$ cat src/rtl/cmos_pkg.sv
// Shared types for the CMOS frame capture controller.
// State encoding and frame error cause bit positions.
package cmos_pkg;

  typedef enum logic [1:0] {
    IDLE,
    SKIP,
    ARM,
    ACTIVE
  } cap_state_e;

  localparam int ERR_SHORT = 0;
  localparam int ERR_LONG  = 1;
  localparam int ERR_LINES = 2;
  localparam int ERR_W     = 3;

endpackage

$ cat src/rtl/cmos_capture_ctrl_if.sv
// Pixel stream bundle: sync/valid/data in, gated stream out.
// Master drives the raw stream, slave is the capture controller.
interface cmos_capture_ctrl_if;

  logic        vs_i;
  logic        de_i;
  logic [15:0] pdata_i;
  logic        de_o;
  logic [15:0] pdata_o;
  logic        sof_o;
  logic        eol_o;

  modport master (
    output vs_i, de_i, pdata_i,
    input  de_o, pdata_o, sof_o, eol_o
  );

  modport slave (
    input  vs_i, de_i, pdata_i,
    output de_o, pdata_o, sof_o, eol_o
  );

endinterface

$ cat src/rtl/cmos_geom_counter.sv
// Per-frame x/y counting, pass/drop window and geometry errors.
// Counters saturate one past the expected size.
module cmos_geom_counter
  import cmos_pkg::*;
#(
  parameter int H_ACT = 1280,
  parameter int V_ACT = 720,
  parameter int CNT_W = 12
) (
  input  logic             clk,
  input  logic             rst,
  input  logic             clr_i,
  input  logic             en_i,
  input  logic             de_i,
  output logic             pass_o,
  output logic             sof_o,
  output logic             eol_o,
  output logic             y_ok_o,
  output logic [ERR_W-1:0] err_o
);

  localparam logic [CNT_W-1:0] H_LIM = CNT_W'(H_ACT);
  localparam logic [CNT_W-1:0] V_LIM = CNT_W'(V_ACT);
  localparam logic [CNT_W-1:0] X_MAX = CNT_W'(H_ACT + 1);
  localparam logic [CNT_W-1:0] Y_MAX = CNT_W'(V_ACT + 1);
  localparam logic [CNT_W-1:0] ONE   = CNT_W'(1);

  logic [CNT_W-1:0] x_q, x_d;
  logic [CNT_W-1:0] y_q, y_d;
  logic             de_q;
  logic             in_win;
  logic             line_end;

  always_comb begin
    x_d      = x_q;
    y_d      = y_q;
    err_o    = '0;
    in_win   = (x_q < H_LIM) && (y_q < V_LIM);
    line_end = en_i && de_q && !de_i;
    pass_o   = en_i && de_i && in_win;
    sof_o    = pass_o && (x_q == '0) && (y_q == '0);
    eol_o    = pass_o && (x_q == H_LIM - ONE);
    y_ok_o   = (y_q == V_LIM);
    if (clr_i) begin
      x_d = '0;
      y_d = '0;
    end else if (en_i && de_i) begin
      if (x_q != X_MAX) x_d = x_q + ONE;
      if (y_q >= V_LIM) err_o[ERR_LINES] = 1'b1;
      else if (x_q >= H_LIM) err_o[ERR_LONG] = 1'b1;
    end else if (line_end) begin
      if (x_q < H_LIM) err_o[ERR_SHORT] = 1'b1;
      if (x_q > H_LIM) err_o[ERR_LONG] = 1'b1;
      x_d = '0;
      if (y_q != Y_MAX) y_d = y_q + ONE;
    end
  end

  // de history only tracks counted cycles, so a dropped
  // vsync-cycle pixel cannot fake a line end.
  always_ff @(posedge clk) begin
    if (rst) begin
      x_q  <= '0;
      y_q  <= '0;
      de_q <= 1'b0;
    end else begin
      x_q  <= x_d;
      y_q  <= y_d;
      de_q <= en_i & de_i;
    end
  end

endmodule

$ cat src/rtl/cmos_capture_ctrl.sv
// Frame capture controller: start/stop, settling skip,
// vsync-aligned whole-frame gating and per-frame status.
module cmos_capture_ctrl
  import cmos_pkg::*;
#(
  parameter int H_ACT       = 1280,
  parameter int V_ACT       = 720,
  parameter int SKIP_FRAMES = 2,
  parameter int CNT_W       = 12
) (
  input  logic                clk,
  input  logic                rst,
  input  logic                start_i,
  input  logic                stop_i,
  input  logic                cont_i,
  cmos_capture_ctrl_if.slave  pix,
  output logic                frame_done_o,
  output logic                frame_err_o,
  output logic                busy_o,
  output logic [15:0]         frame_cnt_o
);

  localparam logic [3:0] SKIP_N = 4'(SKIP_FRAMES);

  cap_state_e       state_q, state_d;
  logic [3:0]       skip_q, skip_d;
  logic             cont_q, cont_d;
  logic             stop_q, stop_d;
  logic             vs_q;
  logic             vs_rise, arm, close, clr, en;
  logic             pass, sof, eol, y_ok, err_set;
  logic [ERR_W-1:0] geom_err;
  logic             de_q, sof_q, eol_q, done_q, err_q, busy_q;
  logic [15:0]      pdata_q, cnt_q;

  assign vs_rise = pix.vs_i & ~vs_q;
  assign en      = (state_q == ACTIVE) & ~vs_rise;
  assign err_set = (|geom_err) | (close & ~y_ok);

  cmos_geom_counter #(
    .H_ACT (H_ACT),
    .V_ACT (V_ACT),
    .CNT_W (CNT_W)
  ) u_geom (
    .clk    (clk),
    .rst    (rst),
    .clr_i  (clr),
    .en_i   (en),
    .de_i   (pix.de_i),
    .pass_o (pass),
    .sof_o  (sof),
    .eol_o  (eol),
    .y_ok_o (y_ok),
    .err_o  (geom_err)
  );

  always_comb begin
    state_d = state_q;
    skip_d  = skip_q;
    cont_d  = cont_q;
    stop_d  = stop_q;
    arm     = 1'b0;
    close   = 1'b0;
    clr     = 1'b0;
    unique case (state_q)
      IDLE: begin
        if (start_i) begin
          arm     = 1'b1;
          cont_d  = cont_i;
          skip_d  = SKIP_N;
          state_d = (SKIP_N != 4'd0) ? SKIP : ARM;
        end
      end
      SKIP: begin
        if (stop_q) begin
          state_d = IDLE;
        end else if (vs_rise) begin
          skip_d = skip_q - 4'd1;
          if (skip_q == 4'd1) begin
            state_d = ACTIVE;
            clr     = 1'b1;
          end
        end
      end
      ARM: begin
        if (stop_q) begin
          state_d = IDLE;
        end else if (vs_rise) begin
          state_d = ACTIVE;
          clr     = 1'b1;
        end
      end
      ACTIVE: begin
        if (vs_rise) begin
          close = 1'b1;
          if (cont_q && !stop_q) clr = 1'b1;
          else state_d = IDLE;
        end
      end
      default: state_d = IDLE;
    endcase
    if (state_q != IDLE && stop_i) stop_d = 1'b1;
    if (state_d == IDLE) stop_d = 1'b0;
  end

  always_ff @(posedge clk) begin
    if (rst) begin
      state_q <= IDLE;
      skip_q  <= '0;
      cont_q  <= 1'b0;
      stop_q  <= 1'b0;
      vs_q    <= 1'b0;
      de_q    <= 1'b0;
      sof_q   <= 1'b0;
      eol_q   <= 1'b0;
      pdata_q <= '0;
      done_q  <= 1'b0;
      err_q   <= 1'b0;
      busy_q  <= 1'b0;
      cnt_q   <= '0;
    end else begin
      state_q <= state_d;
      skip_q  <= skip_d;
      cont_q  <= cont_d;
      stop_q  <= stop_d;
      vs_q    <= pix.vs_i;
      de_q    <= pass;
      sof_q   <= sof;
      eol_q   <= eol;
      if (pass) pdata_q <= pix.pdata_i;
      done_q  <= close;
      busy_q  <= (state_q != IDLE);
      if (arm) begin
        cnt_q <= '0;
        err_q <= 1'b0;
      end else begin
        if (close) cnt_q <= cnt_q + 16'd1;
        if (err_set) err_q <= 1'b1;
      end
    end
  end

  assign pix.de_o     = de_q;
  assign pix.pdata_o  = pdata_q;
  assign pix.sof_o    = sof_q;
  assign pix.eol_o    = eol_q;
  assign frame_done_o = done_q;
  assign frame_err_o  = err_q;
  assign busy_o       = busy_q;
  assign frame_cnt_o  = cnt_q;

endmodule

$ cat src/flat_wrapper.sv
// flat-port wrapper written by rule: the top's interface ports become plain ports
module cmos_capture_ctrl_flat import cmos_pkg::*;
#(
  parameter int H_ACT       = 1280,
  parameter int V_ACT       = 720,
  parameter int SKIP_FRAMES = 2,
  parameter int CNT_W       = 12
)
  (clk, rst, start_i, stop_i, cont_i, frame_done_o, frame_err_o, busy_o, frame_cnt_o, pix_vs_i, pix_de_i, pix_pdata_i, pix_de_o, pix_pdata_o, pix_sof_o, pix_eol_o);
  cmos_capture_ctrl_if pix_i ();
  input  logic clk;
  input  logic rst;
  input  logic start_i;
  input  logic stop_i;
  input  logic cont_i;
  output logic frame_done_o;
  output logic frame_err_o;
  output logic busy_o;
  output logic [15:0] frame_cnt_o;
  input wire logic [$bits(pix_i.vs_i)-1:0] pix_vs_i;
  input wire logic [$bits(pix_i.de_i)-1:0] pix_de_i;
  input wire logic [$bits(pix_i.pdata_i)-1:0] pix_pdata_i;
  output wire logic [$bits(pix_i.de_o)-1:0] pix_de_o;
  output wire logic [$bits(pix_i.pdata_o)-1:0] pix_pdata_o;
  output wire logic [$bits(pix_i.sof_o)-1:0] pix_sof_o;
  output wire logic [$bits(pix_i.eol_o)-1:0] pix_eol_o;
  assign pix_i.vs_i = pix_vs_i;
  assign pix_i.de_i = pix_de_i;
  assign pix_i.pdata_i = pix_pdata_i;
  assign pix_de_o = pix_i.de_o;
  assign pix_pdata_o = pix_i.pdata_o;
  assign pix_sof_o = pix_i.sof_o;
  assign pix_eol_o = pix_i.eol_o;
  cmos_capture_ctrl #(.H_ACT(H_ACT), .V_ACT(V_ACT), .SKIP_FRAMES(SKIP_FRAMES), .CNT_W(CNT_W)) u_core (.clk(clk), .rst(rst), .start_i(start_i), .stop_i(stop_i), .cont_i(cont_i), .pix(pix_i), .frame_done_o(frame_done_o), .frame_err_o(frame_err_o), .busy_o(busy_o), .frame_cnt_o(frame_cnt_o));
endmodule
$ cat config.mk
export PLATFORM = sky130hd
export DESIGN_NAME = cmos_capture_ctrl_flat
export DESIGN_NICKNAME = d
export VERILOG_FILES = /design/src/rtl/cmos_pkg.sv /design/src/rtl/cmos_capture_ctrl_if.sv /design/src/rtl/cmos_geom_counter.sv /design/src/rtl/cmos_capture_ctrl.sv /design/src/flat_wrapper.sv
export SDC_FILE = /design/constraint.sdc
export NUM_CORES = 1
export LEC_CHECK = 0
export CAP_MARGIN = 20
export CORE_ASPECT_RATIO = 0.7
export CORE_UTILIZATION = 52
export DETAILED_ROUTE_END_ITERATION = 10
export PLACE_DENSITY = 0.79
export RECOVER_POWER = 100
export SYNTH_ARGS = -nofsm -noshare
export SYNTH_HDL_FRONTEND = slang
export SYNTH_HIERARCHICAL = 1
export SYNTH_SLANG_ARGS = --single-unit
$ cat constraint.sdc
create_clock -name clk -period 3.5 [get_ports clk]
set_input_delay 1.05 -clock clk [delete_from_list [all_inputs] [get_ports clk]]
set_output_delay 1.05 -clock clk [all_outputs]
set_load 0.05 [all_outputs]
Yosys cells after proc, flatten, opt, wreduce, memory -nomap -nowiden
Index checks and enable logic that the tools add are counted.
- logic and storage cells: 110
- output and inout bits: 38
- bits in registers: 72
- bitwise logic cells: 9
- muxes and demuxes: 37
- add/subtract/negate cells: 4
- reduce and logical (&&, ||, !) cells: 27
- $lt $le $gt $ge: 5
- equal/unequal tests: 12
- operators by type and width (cell ; number):
    two-way mux 12 bit ; 3
    adder 12 x 1 -> 12 bit (second input constant) ; 2
    zero test 12 bit ; 2
    two-way mux 1 bit ; 18
    two-way mux 2 bit ; 9
    adder 16 x 1 -> 16 bit (second input constant) ; 1
    equality test 12 x 10 -> 1 bit (second input constant) ; 1
    equality test 12 x 11 -> 1 bit (second input constant) ; 1
    >= comparator 12 x 10 -> 1 bit (second input constant) ; 1
    >= comparator 12 x 11 -> 1 bit (second input constant) ; 1
    greater-than comparator 12 x 11 -> 1 bit (second input constant) ; 1
    less-than comparator 12 x 10 -> 1 bit (second input constant) ; 1
    less-than comparator 12 x 11 -> 1 bit (second input constant) ; 1
    two-way mux 4 bit ; 3
    inequality test 12 x 10 -> 1 bit (second input constant) ; 1
    inequality test 12 x 11 -> 1 bit (second input constant) ; 1
    logical AND 1 bit ; 10
    case mux 2 bit (4 select lines) ; 1
    case mux 4 bit (2 select lines) ; 1
    nonzero test 2 bit ; 3
    OR reduction 2 bit ; 3
    AND 1 bit ; 4
    equality test 2 bit (second input constant) ; 2
    equality test 4 x 1 -> 1 bit (second input constant) ; 1
    other kinds (14) ; 22

Longest topological paths before layout
- depth after elaboration: 11
- depth in mapped cells: 10
- gate-level depth less buffers: 9

Cells and area by module
The synthesis kept the hierarchy.
- by module, submodules not included (module ; sequential area each (um^2) ; area each (um^2) ; cells each ; times used):
    cmos_capture_ctrl ; 940.9 ; 1968.1 ; 212 ; 1
    cmos_geom_counter ; 500.5 ; 1456.4 ; 183 ; 1

Least setup slack after synthesis
Ideal clock, no wire load.
- path kind: input -> register
- start: input pix_vs_i
- end: register u_core.pdata_q[7], in the netlist u_core/pix.pdata_o[7]
- library setup time: 128 ps
- stages on the path: 10
- data required time: 3372 ps
- arrival time: 2947 ps
- slack: 426 ps
- path through: nand2b_1 > and3_1 > and2_1 > clkbuf_1 > nand3_1 > nor2_1 > clkbuf_1 > buf_2 > mux2i_1 > nor2_1
- longest elaborated chain between the ends: 5
- RTL lines (element ; line ; text):
    start, declared ; flat_wrapper.sv:20 ; input wire logic [$bits(pix_i.vs_i)-1:0] pix_vs_i;
    AND 1 bit ; cmos_capture_ctrl.sv:36 ; assign vs_rise = pix.vs_i & ~vs_q;
    inverter 1 bit ; cmos_capture_ctrl.sv:37 ; assign en = (state_q == ACTIVE) & ~vs_rise;
    AND 1 bit ; cmos_capture_ctrl.sv:37 ;
    via u_core.en ; cmos_capture_ctrl.sv:30 ; logic vs_rise, arm, close, clr, en;
    logical AND 1 bit (2 in series) ; cmos_geom_counter.sv:40 ; pass_o = en_i && de_i && in_win;
    via u_core.pass ; cmos_capture_ctrl.sv:31 ; logic pass, sof, eol, y_ok, err_set;
    end signal, assigned ; cmos_capture_ctrl.sv:130 ; if (pass) pdata_q <= pix.pdata_i;
    end, declared ; cmos_capture_ctrl.sv:34 ; logic [15:0] pdata_q, cnt_q;
The timed path passes the listed nets, and every way through them passes these cells.
A chain may end at the register's enable or synchronous reset.

Final worst setup path
- start: input pix_vs_i
- end: register u_core.u_geom.x_q[5]
- longest elaborated chain between the ends: 7
- elaborated cells between the ends (all ways): 17
- classes of those cells: eq/ne (1); mux (7); bitwise (3); reduce/logical (6)
- RTL lines (element ; line ; text):
    AND 1 bit * ; cmos_capture_ctrl.sv:36 ;
    inverter 1 bit * ; cmos_capture_ctrl.sv:37 ;
    AND 1 bit * ; cmos_capture_ctrl.sv:37 ;
    via u_core.en ; cmos_capture_ctrl.sv:30 ;
    logical AND 1 bit (2 in series) ; cmos_geom_counter.sv:39 ; line_end = en_i && de_q && !de_i;
    nonzero test 2 bit (no source line) ; n/a ;
    AND reduction 2 bit (no source line) ; n/a ;
    end signal, assigned ; cmos_geom_counter.sv:63 ; x_q <= '0;
    end signal, assigned ; cmos_geom_counter.sv:67 ; x_q <= x_d;
    end, declared ; cmos_geom_counter.sv:28 ; logic [CNT_W-1:0] x_q, x_d;
The timed path passes the listed nets; every way through them passes the cells marked *.

==> run metrics <==
status complete, no violations; Routed WL 8200 µm; Slew HR 25.7%; die width 99.0 µm; Post-Synth Simple-Gate Area 27.8%; clock sinks slightly above 70; Yosys cell types 60; CTS root buf clkbuf_8; post_cts resized 0; f_max 329 MHz; PD cells 376 mW/mm²; number of flops mapped to enable cells by yosys 0; htree depth 3; Design Area, Final between 0.004 and 0.005 mm²; clk_lat worst skew 0.35 ns; RR Startpoint u_core/state_q[0]; syn nets 427; PortBufs 60; post-DP HPWL 5810 µm; Tightest Hold Check Type register to register; die height 69.9 µm; TNS Setup 0 ns; TritonCTS clock tree built; Peak supply drop 199 µV; DRT Pass-1 Iters 5; layout filler cell count 520; Fin. Hold Viols 0; RSZ-0062 raised after global routing no; critical hold path startpoint u_core/frame_cnt_o[15]; total track usage 25.6%; gpl congestion 0.850; synthesized area per cell approximately 8.7 µm²; initial antenna violation count 0; Via density 5.85; FP Rows 24; max-cap viol count 0; combinational family with the most area after synthesis simple AND/OR/NAND/NOR gates; routed length per placed instance around 15 µm; Critical Path Source pix_vs_i; layout cells sized above 1 5.22%; Reg clk slew, reported paths 0.08 ns; sequential share of the synthesized area 42.1%; period utilization about 87%; I/O pin total about 60; Post-Syn Instances ~400; grt ovf 0; endpoints failing setup 0; Synth Area in Compound Gates around an eighth; Mapped Area 0.00342 mm²; DR vias 3146; largest net degree at the start of global routing 25; core area between 0.006 and 0.007 mm²; Tmin final 3.04 ns; Worst-Margin Slew approximately 1.1 ns; Post-Synth Adder-Cell Area 3.29%; Worst Setup End Kind register; WP data arrival 3.29 ns; placed cell areas 0.00410 mm²; skew final 0.0138 ns; crit path max fanout 8; total power 1.61 mW; worst setup margin 0.463 ns; pre-CTS WS 0.199 ns; CTS Hold Bufs 0; number of global-route vias before repair 3054; ant diodes 0; XOR/XNOR Fraction of Synth Area roughly 4.6%; total CTS buffers 9; Antenna Nets Post-Route 0; Area Growth Syn to Fin 24.7%; crit path launch type input pin; Async SR Flop Fraction 0%; Setup Fix Bufs, Post-CTS 0; Slew Viols, Final 0; fin nets 487; drt drc 0; yosys warns 6; post-synthesis mux area share 5.85%; Leak 1.59 nW; clock tree buffer depth 2; leading register cell type out of synthesis dfxtp_1; first-pass GRT wire length 14000 µm; Seq cells post-synth 72; critical path data required time 3.75 ns; 1st-iter DRT viols between 150 and 200; Setup CP Type input pin to register; Die Area 0.00692 mm²; Initial Util a little over half
==> per-stage QoR <==
stage	hold WS [ns]	instances	utilization, %
2_1_floorplan	0.445	395	-
3_3_place_gp	0.461	522	65.0
3_5_place_dp	0.486	522	65.0
4_1_cts	0.498	538	68.3
5_1_grt	0.508	538	67.7
6_report	0.487	538	67.7
==> final timing paths <==
check                      endpoint  slack [ns]  depth (start not counted)
min reg2reg  u_core/frame_cnt_o[15]        0.49                          2
min          u_core/frame_cnt_o[15]        0.49                          2
max reg2reg   u_core/u_geom/y_q[11]        0.93                          6
max            u_core/u_geom/x_q[5]        0.46                          7
==> kinds of logic (layout without fill, tap and decap cells) <==
family	after synthesis	in the layout
and+or+nand+nor	177	177
DFF	72	72
AOI/OAI and AO/OA	66	66
buffers and inverters	33	98
muxes	20	20
xor gates and xnor gates	18	18
adders and majority gates	9	9
==> final cells by class <==
class,instances,area [µm²],area share (%)
Timing Repair Buffer,66,631,14.8
Sequential cell,72,1440,33.8
Clock inverter,4,52.6,1.23
Clock buffer,12,155,3.63
Inverter,16,60.1,1.41
Tap cell,78,97.6,2.29
Multi-Input combinational cell,290,1830,42.9
==> worst max-delay path, stage by stage <==
cell           delay [ns]
dlygate4sd3_1        0.60
nand2b_1             0.16
and3_1               0.26
nand2_1              0.23
a41oi_1              0.56
a31oi_1              0.16
a311oi_1             0.27
==> Yosys cell counts, types with 5 or more instances <==
| cell | n | area (µm²) |
|---|---|---|
| a21oi_1 | 22 | 110 |
| a31oi_1 | 10 | 62.6 |
| and3_1 | 5 | 31.3 |
| clkbuf_1 | 12 | 45.0 |
| dfxtp_1 | 72 | 1440 |
| ha_1 | 9 | 113 |
| inv_1 | 16 | 60.1 |
| mux2i_1 | 20 | 200 |
| nand2_1 | 28 | 105 |
| nand2b_1 | 5 | 31.3 |
| nand3_1 | 18 | 90.1 |
| nand4_1 | 10 | 62.6 |
| nor2_1 | 50 | 188 |
| nor2b_1 | 5 | 31.3 |
| nor3_1 | 13 | 65.1 |
| nor4_1 | 5 | 31.3 |
| o21ai_0 | 8 | 40.0 |
| or3_1 | 7 | 43.8 |
| or4_1 | 6 | 45.0 |
| xnor2_1 | 13 | 114 |
| xor2_1 | 5 | 43.8 |
==> flip-flops by register name, summed over array words and instances, names as in the netlist <==
register             flops
u_core/busy_o            1
u_core/cont_q            1
u_core/frame_cnt_o      16
u_core/frame_done_o      1
u_core/frame_err_o       1
u_core/pix.de_o          1
u_core/pix.eol_o         1
u_core/pix.pdata_o      16
u_core/pix.sof_o         1
u_core/skip_q            4
u_core/state_q           2
u_core/stop_q            1
u_core/u_geom/de_q       1
u_core/u_geom/x_q       12
u_core/u_geom/y_q       12
u_core/vs_q              1
==> power breakdown <==
| group | total (mW) | internal, mW | switching [mW] | leakage [nW] |
|---|---|---|---|---|
| logic | 0.0910 | 0.0450 | 0.0460 | 0.900 |
| registers | 0.836 | 0.827 | 0.00974 | 0.581 |
| clock network | 0.679 | 0.370 | 0.309 | 0.107 |
| total | 1.61 | 1.24 | 0.365 | 1.59 |
==> per-layer routing <==
layer / vias up / wire, µm / global-route usage [%]
met5: - / 0 / 0
met3: 2 / 526 / 7.51
met1: 1507 / 3920 / 33.6
li1: 1535 / - / -
met2: 102 / 3720 / 40.4
met4: 0 / 31 / 8.62
==> layout by cell type, fill, tap and decap left out, drive strengths merged, types with 5 or more instances in the layout <==
| master | n |
|---|---|
| nor2 | 50 |
| nand3 | 19 |
| xnor2 | 13 |
| a21oi | 22 |
| a31oi | 10 |
| or4 | 8 |
| nor4 | 5 |
| or3 | 8 |
| ha | 9 |
| nand2 | 28 |
| inv | 16 |
| dlygate4sd3 | 40 |
| nand2b | 5 |
| nor3 | 13 |
| clkbuf | 16 |
| o21ai | 8 |
| and3 | 5 |
| xor2 | 5 |
| nand4 | 10 |
| clkdlybuf4s50 | 20 |
| dfxtp | 72 |
| nor2b | 5 |
| mux2i | 20 |
(Power assumes the default switching activity.)
